[config.mk]
export PLATFORM = sky130hd
export DESIGN_NAME = rx_control
export DESIGN_NICKNAME = d
export VERILOG_FILES = /design/src/rtl/eth_bridge_pkg.sv /design/src/rtl/rx_frame_stats.sv /design/src/rtl/rx_control.sv
export SDC_FILE = /design/constraint.sdc
export NUM_CORES = 1
export LEC_CHECK = 0
export CAP_MARGIN = 10
export CORE_AREA = 2 2 83 85
export CTS_CLUSTER_SIZE = 40
export DETAILED_ROUTE_END_ITERATION = 10
export DIE_AREA = 0 0 85 87
export DONT_BUFFER_PORTS = 1
export HOLD_SLACK_MARGIN = 0.06
export PLACE_DENSITY = 0.75
export SLEW_MARGIN = 20
export SYNTH_ARGS = -nofsm -noshare
export SYNTH_HDL_FRONTEND = slang
export SYNTH_SLANG_ARGS = --single-unit
[constraint.sdc]
create_clock -name clk -period 3.2 [get_ports clk]
set_input_delay 0.32 -clock clk [delete_from_list [all_inputs] [get_ports clk]]
set_output_delay 0.32 -clock clk [all_outputs]
set_load 0.05 [all_outputs]
[src/rtl/eth_bridge_pkg.sv]
// Shared bridge definitions: frame length limits, counter width and controller state encoding.
// One-hot state codes are common to the transmit and receive controllers.
package eth_bridge_pkg;

  localparam int ETH_LEN_W   = 16;
  localparam int ETH_MIN_LEN = 60;
  localparam int ETH_MAX_LEN = 1518;

  typedef logic [3:0] state_t;

  localparam state_t RESYNC = 4'b0001;
  localparam state_t IDLE   = 4'b0010;
  localparam state_t RECV   = 4'b0100;
  localparam state_t DROP   = 4'b1000;

endpackage

[src/rtl/rx_frame_stats.sv]
// Wrapping good/dropped frame counters; each updates in the same cycle as its commit/discard pulse.
module rx_frame_stats #(
  parameter int LEN_W = 16
) (
  input  logic             clk,
  input  logic             rst,
  input  logic             inc_ok,
  input  logic             inc_drop,
  output logic [LEN_W-1:0] frames_ok,
  output logic [LEN_W-1:0] frames_drop
);

  logic [LEN_W-1:0] ok_q, ok_d;
  logic [LEN_W-1:0] drop_q, drop_d;

  always_comb begin
    ok_d   = inc_ok   ? ok_q + LEN_W'(1)   : ok_q;
    drop_d = inc_drop ? drop_q + LEN_W'(1) : drop_q;
  end

  always_ff @(posedge clk or negedge rst) begin
    if (!rst) begin
      ok_q   <= '0;
      drop_q <= '0;
    end else begin
      ok_q   <= ok_d;
      drop_q <= drop_d;
    end
  end

  assign frames_ok   = ok_q;
  assign frames_drop = drop_q;

endmodule

[src/rtl/rx_control.sv]
// MAC RX to frame buffer writer: commits good frames and pushes their length, rewinds bad ones.
// One cycle from accepted byte to registered write; buf_full/len_full drop the frame rather than stall.
module rx_control
  import eth_bridge_pkg::*;
#(
  parameter int MIN_LEN = ETH_MIN_LEN,
  parameter int MAX_LEN = ETH_MAX_LEN,
  parameter int LEN_W   = ETH_LEN_W
) (
  input  logic             clk,
  input  logic             rst,
  input  logic [7:0]       rx_data,
  input  logic             rx_valid,
  input  logic             rx_last,
  input  logic             rx_error,
  input  logic             buf_full,
  input  logic             len_full,
  output logic             wr_en,
  output logic [7:0]       wr_data,
  output logic             commit,
  output logic             discard,
  output logic             len_wr,
  output logic [LEN_W-1:0] len_data,
  output logic [LEN_W-1:0] frames_ok,
  output logic [LEN_W-1:0] frames_drop
);

  localparam logic [LEN_W-1:0] MIN_L = LEN_W'(MIN_LEN);
  localparam logic [LEN_W-1:0] MAX_L = LEN_W'(MAX_LEN);

  state_t           state_q, state_d;
  logic [LEN_W-1:0] cnt_q, cnt_d;
  logic             wr_en_q, wr_en_d;
  logic [7:0]       wr_data_q, wr_data_d;
  logic             commit_q, commit_d;
  logic             discard_q, discard_d;
  logic             len_wr_q, len_wr_d;
  logic [LEN_W-1:0] len_data_q, len_data_d;

  logic [LEN_W-1:0] frame_len;
  logic             abort;
  logic             frame_good;

  // A byte beyond MAX_LEN is never written, even when it carries rx_last.
  assign frame_len  = cnt_q + LEN_W'(1);
  assign abort      = buf_full || (cnt_q == MAX_L);
  assign frame_good = (frame_len >= MIN_L) && !rx_error && !len_full;

  always_ff @(posedge clk or negedge rst) begin
    if (!rst) state_q <= RESYNC;
    else      state_q <= state_d;
  end

  always_comb begin
    state_d = state_q;
    case (state_q)
      RESYNC, DROP: if (!rx_valid || rx_last) state_d = IDLE;
      IDLE:         if (rx_valid && !rx_last) state_d = RECV;
      RECV: begin
        if (!rx_valid || rx_last) state_d = IDLE;
        else if (abort)           state_d = DROP;
      end
      default:      state_d = RESYNC;
    endcase
  end

  always_comb begin
    cnt_d      = cnt_q;
    wr_en_d    = 1'b0;
    wr_data_d  = rx_data;
    commit_d   = 1'b0;
    discard_d  = 1'b0;
    len_wr_d   = 1'b0;
    len_data_d = '0;
    case (state_q)
      IDLE: begin
        if (rx_valid) begin
          wr_en_d   = 1'b1;
          cnt_d     = LEN_W'(1);
          discard_d = rx_last;
        end
      end
      RECV: begin
        if (!rx_valid || abort) begin
          discard_d = 1'b1;
          cnt_d     = '0;
        end else if (rx_last) begin
          wr_en_d    = 1'b1;
          cnt_d      = '0;
          commit_d   = frame_good;
          len_wr_d   = frame_good;
          len_data_d = frame_good ? frame_len : '0;
          discard_d  = !frame_good;
        end else begin
          wr_en_d = 1'b1;
          cnt_d   = frame_len;
        end
      end
      default: ;
    endcase
  end

  always_ff @(posedge clk or negedge rst) begin
    if (!rst) begin
      cnt_q      <= '0;
      wr_en_q    <= 1'b0;
      wr_data_q  <= '0;
      commit_q   <= 1'b0;
      discard_q  <= 1'b0;
      len_wr_q   <= 1'b0;
      len_data_q <= '0;
    end else begin
      cnt_q      <= cnt_d;
      wr_en_q    <= wr_en_d;
      wr_data_q  <= wr_data_d;
      commit_q   <= commit_d;
      discard_q  <= discard_d;
      len_wr_q   <= len_wr_d;
      len_data_q <= len_data_d;
    end
  end

  rx_frame_stats #(
    .LEN_W (LEN_W)
  ) u_stats (
    .clk         (clk),
    .rst         (rst),
    .inc_ok      (commit_d),
    .inc_drop    (discard_d),
    .frames_ok   (frames_ok),
    .frames_drop (frames_drop)
  );

  assign wr_en    = wr_en_q;
  assign wr_data  = wr_data_q;
  assign commit   = commit_q;
  assign discard  = discard_q;
  assign len_wr   = len_wr_q;
  assign len_data = len_data_q;

endmodule

# Yosys cells after proc, flatten, opt, wreduce, memory -nomap -nowiden
# Index checks and enable logic that the tools add are counted.
# Widths: inputs -> output; s select.
totals:
  ff_bits: 79
  out_inout_bits: 60
  word_cells: 60
op_classes:
  add_sub_neg: 3
  order_cmp: 1
  eq_ne: 9
  mux: 23
  reduce_logical: 15
op_table:
  columns: ["op", "count"]
  rows:
  - ["$mux 16", 7]
  - ["$add 16x1->16 const B", 3]
  - ["$pmux 16 s2", 1]
  - ["$eq 16x11->1 const B", 1]
  - ["$ge 16x6->1 const B", 1]
  - ["$mux 4", 4]
  - ["$pmux 4 s3", 1]
  - ["$mux 1", 8]
  - ["$ne 2x2->1 const B", 3]
  - ["$logic_not 1->1", 5]
  - ["$eq 4x1->1 const B", 1]
  - ["$eq 4x2->1 const B", 1]
  - ["$eq 4x3->1 const B", 1]
  - ["$eq 4x4->1 const B", 1]
  - ["$pmux 1 s2", 2]
  - ["$logic_and 1x1->1", 3]
  - ["$logic_or 1x1->1", 3]
  - ["$ne 3x3->1 const B", 1]
  - ["$reduce_and 3->1", 1]
  - ["$reduce_and 2->1", 1]
  - ["$reduce_bool 2->1", 1]
  - ["$reduce_or 2->1", 1]

# Logic depth before layout (Yosys ltp)
# Gate-level depths: netlist of run 1.
depth:
  depth_word: 8
  depth_mapped: 11
  ltp_nobuf: 9

# By module
# From an unflattened synthesis of run 1, not the netlist that was laid out.
hier_totals:
  cells_unflattened: 347
  hier_area_um2: 3744.8
by_module_without_submodules:
  columns: ["mod", "instances", "cells_each", "area_per_inst_um2", "seq_area_each_um2"]
  rows:
  - ["rx_control", 1, 234, 2357.3, 1177.4]
  - ["rx_frame_stats", 1, 113, 1387.6, 800.8]

# Least setup slack after synthesis of run 1
# Ideal clock, no wire load.
synth_path:
  path_type: "register to register"
  start: "register cnt_q[0]"
  end: "register len_data_q[11], in the netlist len_data[11]"
  t_arrival_ns: 2.429
  slack_ns: 0.650
  stages_incl_launch_ff: 10
  n_path_buf: 2
  synth_period_minus_slack_ns: 2.550
  path_cell_list: "dfrtp_1 -> ha_1 -> nand3_1 -> or4_1 -> a221o_1 -> a2111oi_4 -> a21o_2 -> buf_2 -> buf_2 -> nor2_1"
synth_between:
  elab_chain_cells: 8
synth_rtl:
  columns: ["element", "line", "source"]
  rows:
  - ["from (decl)", "rx_control.sv:32", "logic [LEN_W-1:0] cnt_q, cnt_d;"]
  - ["from (signal assigned)", "rx_control.sv:113", "cnt_q <= cnt_d;"]
  - ["$add 16x1->16", "rx_control.sv:45", "assign frame_len = cnt_q + LEN_W'(1);"]
  - ["$ge 16x6->1", "rx_control.sv:47", "assign frame_good = (frame_len >= MIN_L) && !rx_error && !len_full;"]
  - ["$logic_and 1x1->1 (2 in series)", "rx_control.sv:47", null]
  - ["$mux 16", "rx_control.sv:92", "len_data_d = frame_good ? frame_len : '0;"]
  - ["$mux 16", "rx_control.sv:87", "end else if (rx_last) begin"]
  - ["$mux 16 *", "rx_control.sv:84", "if (!rx_valid || abort) begin"]
  - ["$mux 16 *", "rx_control.sv:75", "case (state_q)"]
  - ["via len_data_d[11]", "rx_control.sv:38", "logic [LEN_W-1:0] len_data_q, len_data_d;"]
  - ["to (signal assigned)", "rx_control.sv:119", "len_data_q <= len_data_d;"]
  - ["to (decl)", "rx_control.sv:38", null]
# The timed path passes the listed nets; every way through them passes the cells marked *.
# A chain may end at the register's enable or synchronous reset.

# Final worst setup path of run 1
layout_path:
  start: "register cnt_q[1]"
  end: "register u_stats.drop_q[6], in the netlist u_stats.frames_drop[6]"
layout_between:
  elab_chain_cells: 8
layout_rtl:
  columns: ["element", "line", "source"]
  rows:
  - ["$add 16x1->16", "rx_control.sv:45", null]
  - ["$ge 16x6->1", "rx_control.sv:47", null]
  - ["$logic_and 1x1->1 (2 in series)", "rx_control.sv:47", null]
  - ["$logic_not 1->1", "rx_control.sv:93", "discard_d = !frame_good;"]
  - ["$mux 1", "rx_control.sv:87", null]
  - ["$mux 1 *", "rx_control.sv:84", null]
  - ["$pmux 1 s2 *", "rx_control.sv:75", null]
  - ["to (signal assigned)", "rx_frame_stats.sv:27", "drop_q <= drop_d;"]
  - ["to (decl)", "rx_frame_stats.sv:14", "logic [LEN_W-1:0] drop_q, drop_d;"]
# Every way passes the cells marked *; elsewhere a longest branch is shown, timed or not.

==> results of run 1 <==
==> critical path, cell delays in order, from the launching register on <==
cell and delay (ns):
dfrtp_1 0.46, ha_1 0.28, nand3_1 0.22, or4_1 0.51, a221o_1 0.34, a2111oi_4 0.31, a31oi_4 0.15, buf_12 0.18
nor4b_2 0.30, xor2_1 0.17
==> Yosys cell counts, drive strengths merged <==
cell type  number
dfstp           1
nor3b           6
a21oi           6
inv            12
nand4          12
or3             1
nand3          10
nor4b           4
nand4b          1
xnor2          26
nor2           43
o41ai           5
o22ai           1
and4            1
or4             1
and3            8
ha              4
o21ai          25
a2111oi         1
nor4            5
clkbuf          8
nor3           10
mux2            1
a221o           1
mux2i           1
and2            4
o31ai           5
xor2           21
and4b           1
a32o            1
buf            14
dfrtp          78
a21boi          1
nor2b           1
nand2b         10
a31oi           3
nand3b          1
nand2          42
a21o            2
==> cell type report <==
| cell class | instances | area [um2] |
|---|---|---|
| Inverter | 12 | 45.0 |
| Tap cell | 80 | 100 |
| Timing Repair Buffer | 17 | 183 |
| Multi-Input combinational cell | 265 | 1710 |
| Clock buffer | 10 | 128 |
| Sequential cell | 79 | 1980 |
| Clock inverter | 6 | 67.6 |
| Fill cell | 495 | 2360 |
==> metal layers <==
metal  share of wire  global-route usage  vias up
met5               0                   0        -
met4           0.021              0.0981        0
met3           0.060              0.0531       14
met2            0.48               0.349       88
met1            0.44               0.273     1309
li1                -                   -     1298
==> kinds of logic after synthesis <==
family | count (synthesis) | share of synthesized area
multiplexers | 2 | 0.00554
XOR/XNOR | 47 | 0.107
adder cells (fa/ha/maj) | 4 | 0.0130
AO/OA/AOI/OAI | 51 | 0.0906
flip-flops | 79 | 0.515
buffers and inverters | 34 | 0.0420
AND/OR/NAND/NOR | 161 | 0.226
==> registers in the layout, indices dropped and copies added, names as in the netlist <==
| signal | flops |
|---|---|
| len_data | 16 |
| wr_data | 8 |
| u_stats.frames_ok | 16 |
| len_wr | 1 |
| u_stats.frames_drop | 16 |
| wr_en | 1 |
| cnt_q | 16 |
| discard | 1 |
| state_q | 4 |
==> power by group <==
part	leakage [uW]	internal, uW	switching [uW]
registers	0.00107	1050	176
clock network	0.0000933	365	376
logic	0.000708	105	144
total	0.00187	1520	696
==> worst min-delay path by stage <==
| stage | slack [ns] | cells after the start | from | to |
|---|---|---|---|---|
| 2_1_floorplan | 0.02 | 0 | rst | cnt_q[0] |
| 3_3_place_gp | 0.03 | 0 | rst | wr_data[6] |
| 3_5_place_dp | 0.03 | 0 | rst | wr_data[0] |
| 4_1_cts | 0.11 | 2 | rx_valid | wr_en |
| 5_1_grt | 0.15 | 2 | rx_last | state_q[1] |
| 6_report | 0.13 | 2 | rx_valid | wr_en |
==> metrics by stage <==
step | instances | total power [uW] | instance area, um2 | setup slack [ns] | hold WS (ns)
3_3_place_gp | 442 | 1450 | 3870 | 0.326 | 0.0259
3_5_place_dp | 442 | 1460 | 3870 | 0.241 | 0.0259
4_1_cts | 468 | 2230 | 4180 | 0.211 | 0.107
5_1_grt | 469 | 2320 | 4210 | 0.0202 | 0.145
6_report | 469 | 2220 | 4210 | 0.212 | 0.126
2_1_floorplan | 378 | 1400 | 3840 | 0.650 | 0.0244
==> what timing repair did <==
action	CTS	global route
hold endpoints to repair	87	0
buffers inserted	0	1
setup endpoints to repair	0	11
hold buffers	10	0
resized for setup	0	2
==> impl_metrics.csv, run 1 <==
group,metric,value,unit
die,rows,30,
detailed_routing,drt_iter0_drc,169,
die,coreArea,6570,um2
detailed_routing,viasPerCell,5.78,
detailed_routing,routed-via-count,2709,
finish,num_antenna_cells,0,
clock_tree,cts_tree,"yes",
setup_path,r2r-end,"u_stats.frames_drop[6]",
setup_path,r2r_start,"cnt_q[1]",
timing,hold_violations,0,
die,die-width,85,um
finish,drive_above_1_share,0.100,
timing,slew_viol_final,0,
detailed_routing,firstDrtPassIters,4,
timing,fin_crit,2.99,ns
timing,rsz0062_at_grt,"no",
setup_path,start_kind,"flip-flop",
yosys,ys_seq_area_frac,0.515,
timing,fmax,335,MHz
flow_run,cap_viol_max_count,0,
timing,tightest_slew,0.873,ns
global_routing,grt_pass1_wl,12.7,mm
yosys,syn_nets,397,
placed_design,port_buffers,0,
global_routing,first_global_vias,2663,
global_routing,grt_max_degree,80,
clock_tree,clock-root-buffer,"clkbuf_8",
setup_path,worstPathMaxFanout,17,
clock_tree,worstSkewPairLatency,0.36,ns
setup_path,crit_start,"cnt_q[1]",
yosys,yosysWarnings,0,
finish,synthToLayoutAreaGrowth,9.71,%
setup_path,r2r_slack,0.21,ns
clock_tree,clockBufferDepth,2,
hold_path,hp-class,"input pin to flip-flop",
setup_path,r2r_cells,9,
die,dieArea,7400,um2
yosys,ys_types,49,
finish,final_util,0.641,
die,start_util,0.584,
timing,tns,0,ns
setup_path,end_kind,"flip-flop",
yosys,synth_top_area_share,0.508,
yosys,synth_area_per_cell,10.2,um2
setup_path,endpoint,"u_stats.frames_drop[6]",
yosys,synth_area,3840,um2
yosys,yosysTopAreaCell,"dfrtp_1",
finish,final_cell_mix,"dfrtp_1 (78), nor2_1 (43), nand2_1 (41)",
setup_path,critPathRequiredTime,3.48,ns
pwr,peakVddDrop,0.451,mV
die,ioPinCount,75,
clock_tree,cts.sinks,79,
placed_design,hpwl,5.14,mm
die,die_h,87,um
global_routing,gr-total-overflow,0,
detailed_routing,wire_per_inst,16.5,um
clock_tree,clk_pin_slew_worst_paths,0.09,ns
detailed_routing,drc,0,
pwr,powerDensity,527,nW/um2
clock_tree,cts_made_buffers,9,
setup_path,path_class,"flip-flop to flip-flop",
placed_design,place_congestion,0.828,
setup_path,arrival,3.27,ns
yosys,synth_seq_cells,79,
detailed_routing,routed_wl,7.72,mm
timing,slew_headroom,0.418,
detailed_routing,postRouteAntennaNets,0,
global_routing,antenna_found_initial,0,
timing,setup_viol,0,
global_routing,grt.total_usage,0.215,
run_status,status,"finished, final reports clean",
pwr,leakage,0.00187,uW
clock_tree,cts_max_level,3,
timing,post-route-period-util,0.934,
timing,fin_skew,0.0119,ns
finish,layout_commonest_cell,"dfrtp_1",
yosys,synth.area.top_cells,"dfrtp_1 (51%), xnor2_1 (5.9%), xor2_1 (4.8%)",
finish,layout.nets,403,
yosys,netlist_instances,378,
(Power assumes the default switching activity.)
==> inputs of run 2 (changes only) <==
--- a/config.mk
+++ b/config.mk
@@ -11,8 +11,9 @@
 export DETAILED_ROUTE_END_ITERATION = 10
 export DIE_AREA = 0 0 85 87
 export DONT_BUFFER_PORTS = 1
-export HOLD_SLACK_MARGIN = 0.06
+export HOLD_SLACK_MARGIN = 0.12
 export PLACE_DENSITY = 0.75
+export SETUP_SLACK_MARGIN = 0.3
 export SLEW_MARGIN = 20
 export SYNTH_ARGS = -nofsm -noshare
 export SYNTH_HDL_FRONTEND = slang
==> constraint.sdc (replaced) <==
create_clock -name clk -period 3.2 [get_ports clk]
set_input_delay 0.32 -clock clk [delete_from_list [all_inputs] [get_ports clk]]
set_output_delay 0.32 -clock clk [all_outputs]
set_load 0.01 [all_outputs]
==> impl_metrics.csv, run 2 (same netlist as run 1, synthesis figures left out) <==
group,metric,value,unit
timing,timing.hold.ws,0.157,ns
detailed_routing,routed-via-count,2802,
hold_path,min-delay-start,"rx_valid",
die,die_h,87,um
timing,tns,0,ns
die,die-width,85,um
timing,post-route-period-util,0.870,
global_routing,grt.total_usage,0.224,
setup_path,critPathRequiredTime,3.43,ns
global_routing,first_global_vias,2695,
global_routing,gr-total-overflow,0,
timing,fmax,359,MHz
timing,tightest_slew,0.513,ns
clock_tree,clk_pin_slew_worst_paths,0.08,ns
hold_path,hp-class,"input pin to flip-flop",
finish,fill_cells,470,
pwr,p_int,1630,uW
pwr,powerDensity,518,nW/um2
pwr,leakage,0.00190,uW
setup_path,path_class,"flip-flop to flip-flop",
finish,multi_input_area,1760,um2
setup_path,worstPathMaxFanout,15,
finish,synthToLayoutAreaGrowth,13.0,%
die,dieArea,7400,um2
setup_path,r2r_start,"cnt_q[0]",
pwr,combPwrFrac,0.129,
flow_run,cap_viol_max_count,0,
setup_path,start_kind,"flip-flop",
finish,regArea,1990,um2
global_routing,use_met2,0.369,
placed_design,place_congestion,0.855,
detailed_routing,wire_per_inst,17.0,um
die,ioPinCount,75,
global_routing,gr-usage-met3,0.0569,
clock_tree,clockBufferDepth,2,
hold_path,min_delay_path_depth,2,
clock_tree,cts_made_buffers,9,
clock_tree,cts_tree,"yes",
run_status,status,"finished, final reports clean",
pwr,p_total,2250,uW
timing,fin_crit,2.79,ns
clock_tree,clock-root-buffer,"clkbuf_8",
timing,setup_viol,0,
global_routing,antenna_found_initial,0,
setup_path,r2r-end,"u_stats.frames_ok[15]",
timing,slew_viol_final,0,
die,coreArea,6570,um2
pwr,peakVddDrop,0.368,mV
timing,rsz0062_at_grt,"no",
detailed_routing,routed_wl,8.10,mm
pwr,p_sw,615,uW
timing,slew_headroom,0.658,
die,rows,30,
clock_tree,worstSkewPairLatency,0.34,ns
placed_design,port_buffers,0,
timing,hold_violations,0,
detailed_routing,firstDrtPassIters,4,
setup_path,end_kind,"flip-flop",
detailed_routing,viasPerCell,5.87,
finish,drive_above_1_share,0.149,
pwr,switching_share,0.273,
setup_path,r2r_cells,10,
finish,final_cell_mix,"dfrtp_1 (69), nor2_1 (43), nand2_1 (41)",
clock_tree,cts_max_level,3,
timing,fin_skew,0.0101,ns
finish,layout_commonest_cell,"dfrtp_1",
placed_design,hpwl,5.28,mm
clock_tree,cts.sinks,79,
global_routing,grt_pass1_wl,13.1,mm
die,start_util,0.584,
pwr,seqPwrFrac,0.508,
detailed_routing,drc,0,
finish,layout.nets,411,
setup_path,r2r_slack,0.41,ns
global_routing,busiest_layer,"met2",
hold_path,min_to,"state_q[2]",
global_routing,use_met1,0.284,
setup_path,arrival,3.01,ns
global_routing,grt_max_degree,80,
detailed_routing,postRouteAntennaNets,0,
detailed_routing,drt_iter0_drc,161,
pwr,p_clk_frac,0.363,
finish,num_antenna_cells,0,
## run 2: final cells by class
type,instances,area share
tap,80,0.0231
sequential,79,0.458
clock buffer,10,0.0294
inverter,12,0.0112
timing repair buffer,23,0.0502
multi-input combinational,266,0.405
timing repair inverter,1,0.00115
clock inverter,6,0.0213
## run 2: power by group through the flow
stage	logic (uW)	registers (uW)	clock network [uW]
finish	291	1140	816
global route	332	1150	883
CTS	256	1140	830
detailed placement	210	1160	0
global placement	204	1150	0
floorplan	172	1140	0
## run 2: critical path: stages, from the launching register on
cell,delay [ns]
dfrtp_2,0.43
ha_4,0.19
nand3_4,0.10
or4_1,0.49
a221o_1,0.34
a2111oi_4,0.27
buf_4,0.20
a21o_4,0.22
buf_4,0.23
nor2_1,0.07
xor2_1,0.14
## run 2: repair_timing
| item | in CTS | in global routing |
|---|---|---|
| hold endpoints to repair | 88 | 0 |
| resized for setup | 1 | 17 |
| endpoints found under the setup margin | 14 | 40 |
| pin swaps | 2 | 3 |
| gates cloned | 0 | 2 |
| hold buffers | 11 | 0 |
| buffers inserted | 5 | 3 |
## run 2: worst max-delay path by stage
stage | from | endpoint | slack (ns) | cells after the start
after floorplan | cnt_q[0] | len_data[11] | 0.65 | 9
after global placement | cnt_q[0] | u_stats.frames_drop[6] | 0.33 | 8
after detailed placement | cnt_q[0] | u_stats.frames_drop[6] | 0.24 | 8
after CTS | cnt_q[0] | u_stats.frames_ok[11] | 0.31 | 9
after global routing | cnt_q[0] | u_stats.frames_ok[2] | 0.28 | 10
final | cnt_q[0] | u_stats.frames_ok[15] | 0.41 | 10
## run 2: stage by stage
stage	util	area (um2)	std cells	setup WS (ns)
2_1_floorplan	-	3840	378	0.650
3_3_place_gp	0.586	3850	440	0.335
3_5_place_dp	0.586	3850	440	0.235
4_1_cts	0.646	4240	472	0.312
5_1_grt	0.661	4340	477	0.276
6_report	0.661	4340	477	0.415
## run 2: per-layer routing
layer	up-vias	routed length, um
met5	-	0
met4	0	63
met3	8	531
met2	98	4100
met1	1378	3410
li1	1318	-
==> RTL edit: new RTL, settings of run 1 <==
The package constant `ETH_LEN_W` goes from 16 to 8.
--- a/src/rtl/eth_bridge_pkg.sv
+++ b/src/rtl/eth_bridge_pkg.sv
@@ -4,3 +4,3 @@
 
-  localparam int ETH_LEN_W   = 16;
+  localparam int ETH_LEN_W   = 8;
   localparam int ETH_MIN_LEN = 60;
Interface: changed (resized frames_drop, frames_ok and len_data); port bits go from 75 to 51. The function was not compared with the original's and may differ.
==> RTL edit against run 1 <==
  * Clock power down 52%
  * Count of clock-buffer cells in the layout down 5
  * Synthesized cell count down 49%
  * Largest power group unchanged
  * Synthesized area down 46%
  * Total power down 36%
  * Non-clock buffer count down 7
  * Setup slack better by 0.33 ns
  * Final area down 44%
  * Routed wire length down 48%
  * Combinational power down 11%
  * Sequential cell count down 32
==> RTL edit: results <==
metrics = {
    "status": {
        "status": "complete, no violations",
    },
    "worst_setup_path": {
        "reg2regPathDepth": 7,
        "cpPeakStageDelay_ns": 0.58,
        "worstPathMaxFanout": 15,
        "cp.arrival_ns": 2.84,
        "crit_end": "u_stats.frames_ok[1]$_DFFE_PN0P_",
        "crit_path_start": "cnt_q[0]$_DFFE_PN0P_",
    },
    "clocking": {
        "cts_max_level": 2,
        "worstSkewPairLatency_ns": 0.30,
    },
    "pwr": {
        "power_clock_mw": 0.356,
        "max-vdd-ir-drop_v": 0.000295,
        "p_switching_mw": 0.513,
    },
    "place": {
        "dp_hpwl_um": 2790,
        "gp_congestion": 0.960,
    },
    "final_layout": {
        "layout-drive-gt1-share": 0.0777,
        "post-route-util": 0.356,
        "n_clock_buffer": 5,
        "seq_area_frac": 0.503,
        "multi_input_gates": 129,
        "fillers": 603,
        "nonClkBufAreaFrac": 0.0503,
    },
    "synth": {
        "synth_nets": 211,
        "yosysUniqueCellTypes": 41,
        "synth_area_leaders": "dfrtp_1 56%, xor2_1 4.7%, nor2_1 3.6%",
        "synth_fa_ha_area_frac": 0.0243,
        "synth_xor_area_frac": 0.0723,
        "ys_seq_area_frac": 0.572,
        "synth_seq_cells": 47,
    },
    "global_route": {
        "grt_usage": 0.114,
        "grt_pass1_vias": 1386,
        "grt_pass1_wl_um": 6630,
    },
    "sta": {
        "worst_clock_skew_ns": 0.00802,
        "tightest_slew_ns": 0.881,
    },
    "route": {
        "firstDrtPassIters": 7,
        "first_iter_violations": 104,
        "vias": 1458,
    },
}
-- RTL edit: cell types whose count changed after synthesis, moves of 11 or more --
cell,delta
nand2_1,-30
o21ai_0,-14
nor2_1,-23
nand4_1,-11
dfrtp_1,-32
xnor2_1,-20
-- RTL edit: metrics by stage --
stage | total power [mW] | cell area (um^2) | setup WS, ns | instances | hold slack, ns
CTS | 1.45 | 2340 | 0.550 | 286 | 0.176
floorplan | 1.00 | 2060 | 0.950 | 192 | 0.0244
global route | 1.51 | 2340 | 0.410 | 286 | 0.185
detailed placement | 1.06 | 2130 | 0.571 | 268 | 0.0250
finish | 1.43 | 2340 | 0.540 | 286 | 0.189
global placement | 1.05 | 2130 | 0.696 | 268 | 0.0255
-- RTL edit: per-layer routing --
layer	GRT usage	vias to the layer above	share of wire
met2	0.195	53	0.50
met4	0.0433	0	0.020
li1	-	683	-
met3	0.0360	8	0.057
met5	0	-	0
met1	0.135	714	0.42
